`config.mk`:
```
export PLATFORM = sky130hd
export DESIGN_NAME = opl3_timers
export DESIGN_NICKNAME = d
export VERILOG_FILES = /design/src/rtl/opl3_timers.sv
export SDC_FILE = /design/constraint.sdc
export NUM_CORES = 1
export LEC_CHECK = 0
export CAP_MARGIN = 20
export CORE_MARGIN = 4
export CORE_UTILIZATION = 50
export DETAILED_ROUTE_END_ITERATION = 8
export PLACE_DENSITY = 0.72
export SETUP_SLACK_MARGIN = 0.02
export SLEW_MARGIN = 20
export SYNTH_ARGS = -nofsm -noshare
export SYNTH_HDL_FRONTEND = slang
export SYNTH_SLANG_ARGS = --single-unit
export TNS_END_PERCENT = 10
```
`constraint.sdc`:
```
create_clock -name clk -period 2.2 [get_ports clk]
set_input_delay 0.33 -clock clk [delete_from_list [all_inputs] [get_ports clk]]
set_output_delay 0.33 -clock clk [all_outputs]
set_load 0.01 [all_outputs]
```
`src/rtl/opl3_timers.sv`:
```
// OPL3 Timer 1 / Timer 2 block: decodes bank-0 writes to 0x02-0x04 and
// produces the status byte {IRQ, FT1, FT2, 5'b0} plus a registered IRQ line.
module opl3_timers #(
  parameter int unsigned TIMER1_TICK_CYCLES = 1018,
  parameter int unsigned TIMER2_TICK_DIV    = 4
) (
  input  logic        clk,
  input  logic        reset,
  input  logic [17:0] opl3_reg_wr,
  output logic [7:0]  status,
  output logic        irq
);

  localparam int unsigned PW = (TIMER1_TICK_CYCLES > 1) ? $clog2(TIMER1_TICK_CYCLES) : 1;
  localparam int unsigned QW = (TIMER2_TICK_DIV > 1) ? $clog2(TIMER2_TICK_DIV) : 1;
  localparam logic [PW-1:0] P_LAST = PW'(TIMER1_TICK_CYCLES - 1);
  localparam logic [QW-1:0] Q_LAST = QW'(TIMER2_TICK_DIV - 1);

  logic       wr_valid, wr_bank;
  logic [7:0] wr_addr, wr_data;
  logic       wr_en, wr_t1, wr_t2, wr_ctl, wr_clr;
  logic       unused_data;

  logic [PW-1:0] p;
  logic [QW-1:0] q;
  logic          tick1, tick2;

  logic [7:0] t1_reload, t2_reload;
  logic [7:0] t1_cnt, t2_cnt;
  logic       st1, st2, mt1, mt2;
  logic       ft1, ft2, ft1_n, ft2_n;
  logic       t1_start, t2_start, t1_ovf, t2_ovf;

  assign {wr_valid, wr_bank, wr_addr, wr_data} = opl3_reg_wr;
  assign unused_data = ^wr_data[4:2];

  assign wr_en  = wr_valid && !wr_bank;
  assign wr_t1  = wr_en && (wr_addr == 8'h02);
  assign wr_t2  = wr_en && (wr_addr == 8'h03);
  assign wr_ctl = wr_en && (wr_addr == 8'h04) && !wr_data[7];
  assign wr_clr = wr_en && (wr_addr == 8'h04) &&  wr_data[7];

  assign tick1 = (p == P_LAST);
  assign tick2 = tick1 && (q == Q_LAST);

  // Start is a 0->1 edge of ST, so it never coincides with an overflow
  // (overflow requires ST already 1); the load therefore beats any tick.
  assign t1_start = wr_ctl && wr_data[0] && !st1;
  assign t2_start = wr_ctl && wr_data[1] && !st2;
  assign t1_ovf   = st1 && tick1 && (t1_cnt == 8'hFF);
  assign t2_ovf   = st2 && tick2 && (t2_cnt == 8'hFF);

  // A flag set from an overflow outranks a simultaneous IRQ-reset write.
  always_comb begin
    ft1_n = ft1;
    ft2_n = ft2;
    if (wr_clr) begin
      ft1_n = 1'b0;
      ft2_n = 1'b0;
    end
    if (t1_ovf && !mt1) ft1_n = 1'b1;
    if (t2_ovf && !mt2) ft2_n = 1'b1;
  end

  always_ff @(posedge clk or posedge reset) begin
    if (reset) begin
      p <= '0;
      q <= '0;
    end else begin
      p <= tick1 ? '0 : p + 1'b1;
      if (tick1) q <= (q == Q_LAST) ? '0 : q + 1'b1;
    end
  end

  always_ff @(posedge clk or posedge reset) begin
    if (reset) begin
      t1_reload <= '0;
      t2_reload <= '0;
      st1       <= 1'b0;
      st2       <= 1'b0;
      mt1       <= 1'b0;
      mt2       <= 1'b0;
    end else begin
      if (wr_t1) t1_reload <= wr_data;
      if (wr_t2) t2_reload <= wr_data;
      if (wr_ctl) begin
        mt1 <= wr_data[6];
        mt2 <= wr_data[5];
        st2 <= wr_data[1];
        st1 <= wr_data[0];
      end
    end
  end

  always_ff @(posedge clk or posedge reset) begin
    if (reset) begin
      t1_cnt <= '0;
      t2_cnt <= '0;
    end else begin
      if (t1_start)
        t1_cnt <= t1_reload;
      else if (st1 && tick1)
        t1_cnt <= t1_ovf ? t1_reload : t1_cnt + 8'd1;

      if (t2_start)
        t2_cnt <= t2_reload;
      else if (st2 && tick2)
        t2_cnt <= t2_ovf ? t2_reload : t2_cnt + 8'd1;
    end
  end

  always_ff @(posedge clk or posedge reset) begin
    if (reset) begin
      ft1 <= 1'b0;
      ft2 <= 1'b0;
      irq <= 1'b0;
    end else begin
      ft1 <= ft1_n;
      ft2 <= ft2_n;
      irq <= ft1_n || ft2_n;
    end
  end

  assign status = {irq, ft1, ft2, 5'b0};

endmodule

```
## Yosys cells after proc, flatten, opt, wreduce, memory -nomap -nowiden

Index checks and enable logic that the tools add are counted.

| cells by class | value |
|---|---|
| reductions and logical operators | 26 |
| multiplexer cells | 12 |
| $add $sub $neg | 4 |
| equal/unequal tests | 7 |

Operators by type and width:

| cell | number |
|---|---|
| 8-bit 2-to-1 mux | 6 |
| 1-bit logical AND | 17 |
| 8-bit by 1-bit adder with 8-bit output, second input constant | 2 |
| 8-bit by 2-bit == test with 1-bit output, second input constant | 2 |
| 8-bit == test, second input constant | 2 |
| 10-bit by 1-bit adder with 10-bit output, second input constant | 1 |
| 10-bit == test, second input constant | 1 |
| 10-bit 2-to-1 mux | 1 |
| 8-bit by 3-bit == test with 1-bit output, second input constant | 1 |
| 1-bit zero test | 6 |
| 1-bit 2-to-1 mux | 4 |
| 2-bit nonzero test | 2 |
| 2-bit by 1-bit adder with 2-bit output, second input constant | 1 |
| 2-bit == test, second input constant | 1 |
| 2-bit 2-to-1 mux | 1 |
| 1-bit logical OR | 1 |

| word-level totals | value |
|---|---|
| register bits | 51 |
| output and inout port bits | 9 |

## Longest topological paths before layout

| depth | value |
|---|---|
| depth after elaboration | 7 |
| mapped depth | 8 |

## Worst setup path after synthesis

Ideal clock, no wire load.

| timing | value |
|---|---|
| path type | input-to-reg |
| start point | input port opl3_reg_wr[13] |
| end point | register t2_cnt[3] |
| path buffers | 1 |
| cell stages on the path | 6 |
| setup slack | 280 ps |
| data arrival time | 1796 ps |
| path through | or4_4 -> nor3_4 -> o2bb2a_4 -> buf_6 -> mux2i_1 -> a2bb2oi_2 |

| between the ends | value |
|---|---|
| word-level cells in the longest chain between the ends | 6 |
| elaborated cells on any way between the ends | 7 |
| those cells by class | eq/ne (1); mux (1); reduce/logical (5) |

Ends and longest elaborated chain:

| element | line | source |
|---|---|---|
| start: declaration | 9 | `input logic [17:0] opl3_reg_wr,` |
| 8-bit by 3-bit == test with 1-bit output * | 40 | `assign wr_ctl = wr_en && (wr_addr == 8'h04) && !wr_data[7];` |
| 1-bit logical AND * (2 in a row) | 40 |  |
| 1-bit logical AND * (2 in a row) | 49 | `assign t2_start = wr_ctl && wr_data[1] && !st2;` |
| 8-bit 2-to-1 mux / 2-bit nonzero test (equally long branches) | n/a |  |
| end signal: assignment | 106 | `t2_cnt <= t2_reload;` |
| end signal: assignment | 108 | `t2_cnt <= t2_ovf ? t2_reload : t2_cnt + 8'd1;` |
| end: declaration | 29 | `logic [7:0] t1_cnt, t2_cnt;` |

Every way passes the cells marked *; elsewhere a longest branch is shown, timed or not.
A chain may end at the register's enable or synchronous reset.

## Worst setup path in the final report

| timing | value |
|---|---|
| start point | input port opl3_reg_wr[13] |
| end point | register t2_cnt[2] |

The elaborated chain is that of the path after synthesis.

==> impl_metrics.ini <==
[logic_synthesis]
synth_most_common_cell = dfrtp_1
syn_area_um2 = 2630
synth_common_cells = dfrtp_1 (51), nor2_1 (25), mux2_2 (23)
ys_types = 45
yosysTopAreaCell = dfrtp_1
postSynthAreaPerCell_um2 = 10.8
yosysSeqAreaShare = 0.485
synth_top_area_frac = 0.485
ys_seq_elements = 51
syn_inst = 244
yosys-top-cells-area = dfrtp_1 (48%), mux2_2 (9.8%), nor2_1 (3.6%), nand3_1 (2.5%), ha_1 (2.4%)
yosys_warnings = 0
synth_edf_count = 0
synth_ff_type = dfrtp_1
synthArstFlopShare = 1.00

[timing]
post-route-period-util = 0.915
finClkSkew_ps = 5.50
setup_viol = 0
hold_viol = 0
finalSetupTns_ps = 0
rsz0062_at_grt = no
fmax_mhz = 497
fin_crit_ps = 2010
maxSlewViolCount = 0

[floorplan]
core_um2 = 5110
die_area_um2 = 6490
rows = 26
die_h_um = 80.6
ios = 29
start_util = 0.515
fp.dieW_um = 80.6

[power]
power_w = 0.00165
switchingPower_w = 0.000353
clkPwrFrac = 0.351
internal-power_w = 0.00129
netSwitchingFraction = 0.214
power_frac_seq = 0.583
power_leakage_nw = 1.42
power_density_nw_per_um2 = 530
ir_drop_uv = 312
combPwrFrac = 0.066

[clock_network]
root_buffer = clkbuf_8
clock_path_buffers = 2
cts-buffers-inserted = 5
cts_resized = 0
cts-htree-levels = 2
clock-sinks = 51
postCtsSetupRepairBufs = 0
tritoncts = done
clk_pin_slew_ps = 80
hold_buffers = 0
clk_latency_ps = 300

[drt]
vias_per_cell = 5.54
ant_nets = 0
drt_iter0_drc = 148
wl_per_cell_um = 15.6
drt_wl_total_um = 5500
vias = 1950
drt-pass1-iter-count = 4
drc_errors = 0

[global_routing]
grt_pass1_vias = 1871
grtUsageTotal = 0.184
grt_pass1_wl_um = 9030
grt_max_degree = 52
overflow = 0
antenna_found_initial = 0

[flow_run]
cap_viol_max_count = 0

[final_layout]
num-fill-cells = 430
layout-drive-gt1-share = 0.199
final_cell_count_no_fill = 352
nets = 306
multi_input_area_um2 = 1280
diodes = 0
seqCellArea_um2 = 1280
areaGrowthSynthToFinish_pct = 18.0

[setup_path]
startpoint_type = input pin
rrSetupSlack_ps = 200
endpoint_kind = register
worstPathArrival_ps = 2210
rr_startpoint = p[1]
critical_path_class = input pin to register
cp-startpoint = opl3_reg_wr[13]
crit_fanout = 4
required_ps = 2390

[placement]
portBuffers = 23
post-dp-hpwl_um = 4080
dpl.cell_count = 344
place.gp.congestion = 0.827

[status]
outcome = completed

[min_path]
hold_path.class = input pin to async pin
cells in the final DEF, fill, tap and decap left out, types with 2 or more instances in the layout:
cell	Yosys	routed
and3_1	4	4
nand4_1	8	8
dfrtp_1	51	51
conb_1	1	5
clkdlybuf4s50_1	0	23
o21ai_0	9	9
mux2i_1	4	4
nor2_1	25	25
ha_1	5	5
nand3_1	13	13
a211oi_1	7	7
inv_1	3	2
nand2_1	16	16
a21oi_1	7	7
nor3_1	7	7
o22a_1	3	3
or3_1	2	2
nand3b_1	2	2
xnor2_1	4	4
buf_4	8	14
nor3b_1	2	2
nor2b_1	4	4
o31ai_1	3	3
and4_1	5	5
a21o_1	2	2
and2_1	2	2
or2_2	2	2
clkbuf_8	0	7
mux2_2	23	23
xor2_1	4	4
cells by family after synthesis:
logic type,count (synthesis),share of synthesized area
AND/OR/NAND/NOR,101,0.216
flip-flops,51,0.485
AO/OA/AOI/OAI,36,0.0979
multiplexers,27,0.114
buffers and inverters,15,0.0361
XOR/XNOR,8,0.0266
adder cells (fa/ha/maj),5,0.0238
other,1,0.00142
registers in the layout, indices dropped and copies added, names as in the netlist:
name       cells
irq            1
t2_cnt         8
t1_cnt         8
mt2            1
st1            1
ft1            1
t2_reload      8
st2            1
ft2            1
p             10
mt1            1
t1_reload      8
q              2
layout make-up:
type,instances,area share
Clock buffer,8,0.0322
Timing Repair Buffer,38,0.114
Sequential cell,51,0.411
Multi-Input combinational cell,182,0.411
Tap cell,70,0.0282
Inverter,3,0.00362
path summary, 6_finish.rpt:
| check | to | depth (start not counted) |
|---|---|---|
| max | t2_cnt[2] | 6 |
| min | p[2] | 3 |
| max reg2reg | t1_cnt[1] | 7 |
| min reg2reg | ft2 | 1 |
| max in group asynchronous | t2_reload[7] | 3 |
| min in group clk | ft2 | 1 |
power groups by stage:
| stage | registers (W) | clock network (W) | logic (W) |
|---|---|---|---|
| after CTS | 0.000960 | 0.000600 | 0.000112 |
| after global placement | 0.000978 | 0 | 0.000109 |
| after global routing | 0.000962 | 0.000639 | 0.000120 |
| after detailed placement | 0.000979 | 0 | 0.000111 |
| after floorplan | 0.000976 | 0 | 0.0000523 |
| final | 0.000960 | 0.000578 | 0.000109 |
routing by layer:
metal	GRT usage	vias up	share of wire
li1	-	956	-
met1	0.254	942	0.46
met2	0.286	44	0.47
met3	0.0381	8	0.049
met4	0.0642	0	0.016
met5	0	-	0
worst max-delay path, cell delays in order:
cell	delay, ps
clkdlybuf4s50_1	420
or4_4	590
nor3_4	290
and2_1	250
a211oi_1	70
a211oi_1	250
metrics by stage:
| step | hold slack [ps] | worst slack, ps | cell area, um^2 | util |
|---|---|---|---|---|
| floorplan | 439 | 280 | 2650 | - |
| global placement | 454 | -62.7 | 3010 | 0.589 |
| detailed placement | 457 | -94.9 | 3010 | 0.589 |
| CTS | 393 | 186 | 3110 | 0.608 |
| global route | 399 | 44.9 | 3110 | 0.608 |
| finish | 387 | 186 | 3110 | 0.608 |
Note: power is estimated with default switching activity, not from simulation.
